<file path="config.mk">
export PLATFORM = sky130hd
export DESIGN_NAME = nfa_stream_sequencer
export DESIGN_NICKNAME = d
export VERILOG_FILES = /design/src/rtl/nfa_stream_sequencer.sv
export SDC_FILE = /design/constraint.sdc
export NUM_CORES = 1
export LEC_CHECK = 0
export CORE_ASPECT_RATIO = 1.75
export CORE_MARGIN = 4
export CORE_UTILIZATION = 25
export DETAILED_ROUTE_END_ITERATION = 8
export GPL_TIMING_DRIVEN = 0
export SETUP_SLACK_MARGIN = 0.02
export SLEW_MARGIN = 10
export SYNTH_ARGS = -nofsm -noshare
export SYNTH_HDL_FRONTEND = slang
export SYNTH_SLANG_ARGS = --single-unit
export TNS_END_PERCENT = 20
</file>
<file path="constraint.sdc">
create_clock -name clk -period 5.5 [get_ports clk]
set_input_delay 0.825 -clock clk [delete_from_list [all_inputs] [get_ports clk]]
set_output_delay 0.825 -clock clk [all_outputs]
set_load 0.01 [all_outputs]
</file>
<file path="src/rtl/nfa_stream_sequencer.sv">
// nfa_stream_sequencer
//
// Runs one automaton tile over a bounded symbol stream, one job at a time.
// For each job it:
//   - holds the automaton in reset for RST_CYCLES cycles;
//   - streams symbols from a valid/ready source into the automaton;
//   - captures every non-zero report vector, tagged with the 0-based offset
//     of the symbol that produced it, into a first-word-fall-through FIFO.
// Symbol issue is throttled so that a report always finds room in the FIFO.
//
// Ports
//   clk, reset       clock; synchronous active-high reset
//   start            job start pulse, honoured only in IDLE with an empty FIFO
//   stream_len       number of symbols in the job, sampled on accepted start
//   busy             high in FLUSH / RUN / DRAIN
//   done             one-cycle pulse on entering DONE
//   in_valid         upstream symbol valid
//   in_ready         symbol accepted when in_valid & in_ready
//   in_symbol        upstream symbol data
//   aut_reset        automaton reset
//   aut_run          automaton enable, one cycle per issued symbol
//   aut_symbol       symbol presented to the automaton
//   aut_report       automaton report vector, valid the cycle after aut_run
//   rpt_valid        report FIFO head valid
//   rpt_ready        downstream pop
//   rpt_vector       head report vector
//   rpt_offset       head symbol offset
//   rpt_count        reports pushed during the current job (saturating)
//
// State table
//   S_IDLE  | automaton held in reset, waiting for start
//   S_FLUSH | automaton reset held for RST_CYCLES cycles
//   S_RUN   | symbols issued to the automaton
//   S_DRAIN | all symbols issued, waiting for the last reports to be sampled
//   S_DONE  | one-cycle done pulse, then back to S_IDLE

module nfa_stream_sequencer #(
  parameter int NUM_REPORTS = 4,
  parameter int SYM_W       = 8,
  parameter int CNT_W       = 32,
  parameter int FIFO_DEPTH  = 8,
  parameter int RST_CYCLES  = 2
) (
  input  logic                   clk,
  input  logic                   reset,
  input  logic                   start,
  input  logic [CNT_W-1:0]       stream_len,
  output logic                   busy,
  output logic                   done,
  input  logic                   in_valid,
  output logic                   in_ready,
  input  logic [SYM_W-1:0]       in_symbol,
  output logic                   aut_reset,
  output logic                   aut_run,
  output logic [SYM_W-1:0]       aut_symbol,
  input  logic [NUM_REPORTS-1:0] aut_report,
  output logic                   rpt_valid,
  input  logic                   rpt_ready,
  output logic [NUM_REPORTS-1:0] rpt_vector,
  output logic [CNT_W-1:0]       rpt_offset,
  output logic [CNT_W-1:0]       rpt_count
);

  localparam int PTR_W = (FIFO_DEPTH > 1) ? $clog2(FIFO_DEPTH) : 1;
  localparam int OCC_W = $clog2(FIFO_DEPTH + 1);
  localparam int FL_W  = (RST_CYCLES > 1) ? $clog2(RST_CYCLES) : 1;

  localparam logic [OCC_W:0]   DEPTH_RES  = (OCC_W + 1)'(FIFO_DEPTH);
  localparam logic [OCC_W-1:0] DEPTH_OCC  = OCC_W'(FIFO_DEPTH);
  localparam logic [FL_W-1:0]  FLUSH_INIT = FL_W'(RST_CYCLES - 1);

  typedef enum logic [2:0] {
    S_IDLE  = 3'd0,
    S_FLUSH = 3'd1,
    S_RUN   = 3'd2,
    S_DRAIN = 3'd3,
    S_DONE  = 3'd4
  } state_t;

  state_t           state;
  logic [CNT_W-1:0] len_q;
  logic [CNT_W-1:0] issued;
  logic [FL_W-1:0]  flush_cnt;

  // Offset pipeline: run_off belongs to the symbol on aut_run this cycle,
  // smp_off to the symbol whose report is on aut_report this cycle.
  logic [CNT_W-1:0] run_off;
  logic [CNT_W-1:0] smp_off;
  logic             inflight;

  logic [NUM_REPORTS-1:0] fifo_vec [FIFO_DEPTH];
  logic [CNT_W-1:0]       fifo_off [FIFO_DEPTH];
  logic [PTR_W-1:0]       wr_ptr;
  logic [PTR_W-1:0]       rd_ptr;
  logic [OCC_W-1:0]       fifo_count;

  logic           accept;
  logic           handshake;
  logic           push;
  logic           push_ok;
  logic           pop;
  logic           fifo_full;
  logic [OCC_W:0] reserved;

  assign accept    = (state == S_IDLE) && start && (fifo_count == '0);
  assign fifo_full = (fifo_count == DEPTH_OCC);

  // Each symbol in the automaton pipeline (aut_run stage and sample stage)
  // may still produce a report, so both count against free FIFO space.
  assign reserved = {1'b0, fifo_count}
                  + (OCC_W + 1)'(aut_run)
                  + (OCC_W + 1)'(inflight);

  // in_ready is decoded from registers only; registering it would cost a
  // bubble after every handshake because the throttle changes each cycle.
  assign in_ready  = (state == S_RUN) && (issued < len_q) && (reserved < DEPTH_RES);
  assign handshake = in_valid && in_ready;

  assign push    = inflight && (aut_report != '0);
  assign pop     = rpt_valid && rpt_ready;
  // The throttle already rules out a push into a full FIFO without a pop;
  // the guard keeps the FIFO state consistent regardless.
  assign push_ok = push && (!fifo_full || pop);

  assign rpt_valid  = (fifo_count != '0);
  assign rpt_vector = rpt_valid ? fifo_vec[rd_ptr] : '0;
  assign rpt_offset = rpt_valid ? fifo_off[rd_ptr] : '0;

  // Sequencing FSM with registered outputs.
  always_ff @(posedge clk) begin
    if (reset) begin
      state      <= S_IDLE;
      aut_reset  <= 1'b1;
      busy       <= 1'b0;
      done       <= 1'b0;
      aut_run    <= 1'b0;
      aut_symbol <= '0;
      len_q      <= '0;
      issued     <= '0;
      flush_cnt  <= '0;
      run_off    <= '0;
    end else begin
      done    <= 1'b0;
      aut_run <= 1'b0;
      case (state)
        S_IDLE: begin
          aut_reset <= 1'b1;
          if (accept) begin
            len_q     <= stream_len;
            issued    <= '0;
            run_off   <= '0;
            flush_cnt <= FLUSH_INIT;
            busy      <= 1'b1;
            state     <= S_FLUSH;
          end
        end
        S_FLUSH: begin
          if (flush_cnt == '0) begin
            aut_reset <= 1'b0;
            state     <= (len_q == '0) ? S_DRAIN : S_RUN;
          end else begin
            flush_cnt <= flush_cnt - FL_W'(1);
          end
        end
        S_RUN: begin
          if (handshake) begin
            aut_symbol <= in_symbol;
            aut_run    <= 1'b1;
            run_off    <= issued;
            issued     <= issued + CNT_W'(1);
            if (issued + CNT_W'(1) == len_q) begin
              state <= S_DRAIN;
            end
          end
        end
        S_DRAIN: begin
          // Wait until the last issued symbol has had its report sampled.
          if (!aut_run && !inflight) begin
            busy  <= 1'b0;
            done  <= 1'b1;
            state <= S_DONE;
          end
        end
        S_DONE: begin
          aut_reset <= 1'b1;
          state     <= S_IDLE;
        end
        default: begin
          aut_reset <= 1'b1;
          busy      <= 1'b0;
          state     <= S_IDLE;
        end
      endcase
    end
  end

  // Report sample tracking: the automaton answers one cycle after aut_run.
  always_ff @(posedge clk) begin
    if (reset) begin
      inflight <= 1'b0;
      smp_off  <= '0;
    end else if (accept) begin
      inflight <= 1'b0;
      smp_off  <= '0;
    end else begin
      inflight <= aut_run;
      smp_off  <= run_off;
    end
  end

  // Report FIFO storage; pointers wrap naturally for a power-of-two depth.
  always_ff @(posedge clk) begin
    if (push_ok) begin
      fifo_vec[wr_ptr] <= aut_report;
      fifo_off[wr_ptr] <= smp_off;
    end
  end

  always_ff @(posedge clk) begin
    if (reset) begin
      wr_ptr     <= '0;
      rd_ptr     <= '0;
      fifo_count <= '0;
      rpt_count  <= '0;
    end else begin
      if (push_ok) begin
        wr_ptr <= wr_ptr + PTR_W'(1);
      end
      if (pop) begin
        rd_ptr <= rd_ptr + PTR_W'(1);
      end
      case ({push_ok, pop})
        2'b10:   fifo_count <= fifo_count + OCC_W'(1);
        2'b01:   fifo_count <= fifo_count - OCC_W'(1);
        default: fifo_count <= fifo_count;
      endcase
      if (accept) begin
        rpt_count <= '0;
      end else if (push_ok && (rpt_count != '1)) begin
        rpt_count <= rpt_count + CNT_W'(1);
      end
    end
  end

endmodule

</file>
## Word-level counts from Yosys, hierarchy flattened

Memories as Yosys holds them, arrays and structs flattened. A register that Yosys moved wholly into a read port is not among the register bits.
Cells that the tools add are included.

| operators by class | value |
|---|---|
| bitwise operators | 4 |
| multiplexer cells | 31 |
| reductions and logical operators | 35 |
| order comparisons | 2 |
| $add $sub $neg | 9 |
| equal/unequal tests | 14 |

Operator list:

| cell | number |
|---|---|
| $mux W32 | 5 |
| $pmux W32 S2 | 2 |
| $add A32 B1 Y32 const B | 2 |
| $eq A32 B32 Y1 | 1 |
| $logic_not A32 Y1 | 1 |
| $lt A32 B32 Y1 | 1 |
| $ne A32 B32 Y1 const B | 1 |
| $mux W3 | 9 |
| $pmux W3 S4 | 1 |
| $logic_and A1 B1 Y1 | 10 |
| $reduce_and A2 Y1 | 5 |
| $mux W1 | 9 |
| $ne A2 B2 Y1 const B | 4 |
| $pmux W4 S2 | 1 |
| $reduce_bool A4 Y1 | 2 |
| $reduce_or A2 Y1 | 4 |
| $add A3 B1 Y3 const B | 2 |
| $eq A3 B2 Y1 const B | 2 |
| $reduce_and A3 Y1 | 2 |
| $reduce_bool A2 Y1 | 3 |
| $add A4 B1 Y5 | 1 |
| $add A5 B1 Y5 | 1 |
| $lt A5 B4 Y1 const B | 1 |
| $reduce_and A5 Y1 | 1 |
| 18 further kinds | 24 |

| word-level totals | value |
|---|---|
| memories | 2 |
| input port bits | 49 |
| word-level logic and storage cells | 113 |
| bits in writable memories | 288 |
| output and inout bits | 82 |
| register bits after elaboration | 187 |

Memory list:

| name | depth | bits a word | rd ports | clocked after memory_dff | wr ports | line | source |
|---|---|---|---|---|---|---|---|
| fifo_off | 8 | 32 | 1 | 1 | 1 | 92 | `logic [CNT_W-1:0] fifo_off [FIFO_DEPTH];` |
| fifo_vec | 8 | 4 | 1 | 1 | 1 | 91 | `logic [NUM_REPORTS-1:0] fifo_vec [FIFO_DEPTH];` |

## Depth between registers and ports, before layout

| logic depth | value |
|---|---|
| word-level depth | 7 |
| depth in mapped cells | 11 |
| mapped depth without buffers | 10 |

## Worst setup path before layout

No wires, ideal clock.

| timing | value |
|---|---|
| kind | input port to flip-flop |
| from | input port aut_report[1] |
| to | memory fifo_off[4][0], enable pin |
| data arrival time | 4.257 ns |
| path buffers | 1 |
| data required time | 5.018 ns |
| cell stages on the path | 5 |
| path slack | 0.761 ns |
| library setup time | 0.482 ns |
| path through | o41ai_1 a31oi_1 clkbuf_1 nand2b_1 nor3b_1 |

| between the ends | value |
|---|---|
| longest elaborated chain between the ends | 5 |

Ends and longest elaborated chain:

| element | line | source |
|---|---|---|
| start, declared | 56 | `input logic [NUM_REPORTS-1:0] aut_report,` |
| $reduce_bool A4 Y1 | 119 | `assign push = inflight && (aut_report != '0);` |
| $logic_and A1 B1 Y1 | 119 |  |
| $logic_and A1 B1 Y1 | 123 | `assign push_ok = push && (!fifo_full \|\| pop);` |
| $mux W1 | 213 | `if (push_ok) begin` |
| $mux W1 (implied by the code) | 215 | `fifo_off[wr_ptr] <= smp_off;` |
| end, declared | 92 |  |

Every way passes these cells.

==> run metrics <==
status finished, final reports clean; largest cells by area after synthesis edfxtp_1 (42%), dfxtp_1 (19%), mux4_2 (7.9%); Post-Syn Nets about 1700; Skew-Pair Late Insertion Delay around 0.58 ns; met2 GRT Util 24.9%; switching power share of the total 32.3%; worst rel slew slack between 10% and 20%; Synth top area share a little over two fifths; commonest cells after routing, fill and taps aside edfxtp_1 (288), dfxtp_1 (190), nand2_1 (139), clkdlybuf4s50_1 (129), nand3_1 (124); Setup violations, final 0; Final Hold Viols 0; fin cells roughly 2900; Post-Syn Area around 20000 µm²; met1 usage 14.4%; worst min-delay path class flip-flop to flip-flop; H-tree depth 2; Avg Cell Area, Syn roughly 12 µm²; Final nets 1948; register bit total from synthesis about 480; worst slew pin tran between 1 and 1.5 ns; asr flop ratio synth 0%; Setup Fix Bufs, Post-CTS 0; DP HPWL between 40000 and 50000 µm; maxcap violations 0; clk sink count about 480; cts hold-fix bufs 0; Hold WS between 0.4 and 0.5 ns; Routed WL between 50000 and 60000 µm; Core Area about 80000 µm²; Fmax 211 MHz; startpoint types flip-flop; Max Clock Skew around 0.02 ns; Clk pwr share between 30 and 40%; WS Path Type flip-flop to output pin; Placed Cells ~2900; Die Y 387 µm; Finished Core Util a little under a third; DR vias ~14000; antenna-violating nets left 0; Placed Area 23500 µm²; io pins between 100 and 150; gate count of the mapped netlist 1655; Post-synth EDFFs 288; vias in the first global route roughly 15000; drt first pass iters 5; fin crit period ~4.7 ns; Pleak 8.24 nW; share of post-route cells with drive strength above 1 roughly 11%; vias per cell roughly 4.8; layer with the highest usage met2; largest net degree at the start of global routing 21; fin area 25100 µm²; CTS root buffer clkbuf_16; Sequential Power Share approximately 39%; Synth area leader edfxtp_1; first-pass GRT wire length roughly 90000 µm; post-synthesis sequential area ratio between 60% and 70%; crit path DAT roughly 4 ns; GRT Total Usage about an eighth; # DRC 0; Combinational Power Share 28.6%; unique cell type count in the Yosys netlist between 60 and 70; leading cell type in the layout, fill and taps excluded edfxtp_1; CP Max Fanout 10; switching pwr approximately 0.0033 W; Req. time, crit path between 4 and 5 ns; total CTS buffers between 40 and 50; Die X about 220 µm; Remaining Overflow, GRT 0; die area slightly below 90000 µm²; Main synth FF type edfxtp_1; Critical Path End Type output pin; Synthesis Warnings 0; initial antenna violation count 1; area grow syn2layout 22.0%; wire per inst around 20 µm; Initial Util between 20% and 30%; GPL Wtd Cong roughly 0.87; Peak VDD IR ~0.00021 V; Initial DRC Count ~1200; fin crit share 86.0%; CTS tree yes; clock slew at reported path FFs around 0.070 ns; row count between 100 and 150; fin. max-slew vios 0; cell-internal power about 0.0070 W; Pwr per Cell Area just over 400 nW/µm²; unrepaired setup endpoints after global routing no; setup TNS 0 ns; CTS resizes 0; Port Buffers 129; M3 GR Usage under 10%; Max Buffers Root-to-Sink 3
==> stage by stage <==
stage               total power [W]  worst slack, ns
floorplan                   0.00573            0.761
global placement            0.00709            -3.20
detailed placement          0.00714            0.859
CTS                          0.0105            0.577
global route                 0.0108            0.492
finish                       0.0103            0.772
==> power groups by stage <==
stage | sequential (W) | combinational [W] | clock [W]
final | 0.00403 | 0.00294 | 0.00332
after global routing | 0.00404 | 0.00324 | 0.00353
after CTS | 0.00403 | 0.00304 | 0.00339
after detailed placement | 0.00411 | 0.00303 | 0
after global placement | 0.00410 | 0.00299 | 0
after floorplan | 0.00405 | 0.00168 | 0
==> metal layers <==
| metal | part of all wire (%) | vias up |
|---|---|---|
| met4 | 6.1 | 0 |
| met1 | 37 | 6984 |
| met2 | 54 | 380 |
| li1 | - | 6552 |
| met5 | 0 | - |
| met3 | 3.8 | 150 |
==> critical path, cell delays in order (launching register included) <==
cell and delay, ns:
dfxtp_1 0.32, clkbuf_1 0.45, buf_1 0.92, mux4_2 0.61
mux2i_1 0.41, nor2_1 0.11, clkdlybuf4s50_1 0.51
==> cell type report <==
| cell class | instances | area, µm² |
|---|---|---|
| Fill cell | 8140 | 56100 |
| Tap cell | 1050 | 1310 |
| Clock inverter | 23 | 378 |
| Clock buffer | 57 | 1190 |
| Multi-Input combinational cell | 1013 | 7480 |
| Buffer | 116 | 488 |
| Sequential cell | 478 | 12500 |
| Inverter | 48 | 180 |
| Timing Repair Buffer | 159 | 1600 |
| Antenna cell | 1 | 2.50 |
==> flip-flops by register name (all words and copies together), names as in the netlist, 3 cells and up, named ones only <==
| register | cells |
|---|---|
| state | 3 |
| run_off | 32 |
| wr_ptr | 3 |
| aut_symbol | 8 |
| smp_off | 32 |
| fifo_count | 4 |
| fifo_vec | 32 |
| fifo_off | 256 |
| issued | 32 |
| len_q | 32 |
| rpt_count | 32 |
| rd_ptr | 3 |
==> Yosys cell counts (all sizes together), types with 7 or more instances <==
| library cell | count |
|---|---|
| dfxtp | 190 |
| inv | 48 |
| nor3 | 29 |
| a21oi | 107 |
| mux4 | 72 |
| buf | 43 |
| mux2i | 43 |
| o211ai | 35 |
| nand2b | 7 |
| and2 | 37 |
| nand2 | 139 |
| a31oi | 28 |
| nand3 | 125 |
| clkbuf | 73 |
| xor2 | 30 |
| ha | 39 |
| and4 | 13 |
| nand4 | 28 |
| nor4 | 19 |
| o21ai | 13 |
| xnor2 | 48 |
| and3 | 10 |
| or3 | 23 |
| edfxtp | 288 |
| nor2 | 107 |
==> final timing paths <==
kind | slack (ns) | depth (start not counted) | endpoint | start
setup / recovery | 0.77 | 6 | rpt_offset[2] | flip-flop
hold / removal | 0.45 | 1 | smp_off[9] | run_off[9]
setup reg to reg | 0.94 | 10 | aut_symbol[3] | len_q[14]
hold reg to reg | 0.45 | 1 | smp_off[9] | run_off[9]
==> cell families after synthesis <==
group                      count (synthesis)  share of synthesized area (%)
xor gates and xnor gates                  78                           3.32
muxes                                    115                           9.98
adders and majority gates                 40                           2.47
buffers and inverters                    164                           3.25
DFF                                      478                           60.6
AOI/OAI and AO/OA                        221                           6.70
and+or+nand+nor                          559                           13.7
Power figures use the tool's default switching activity.
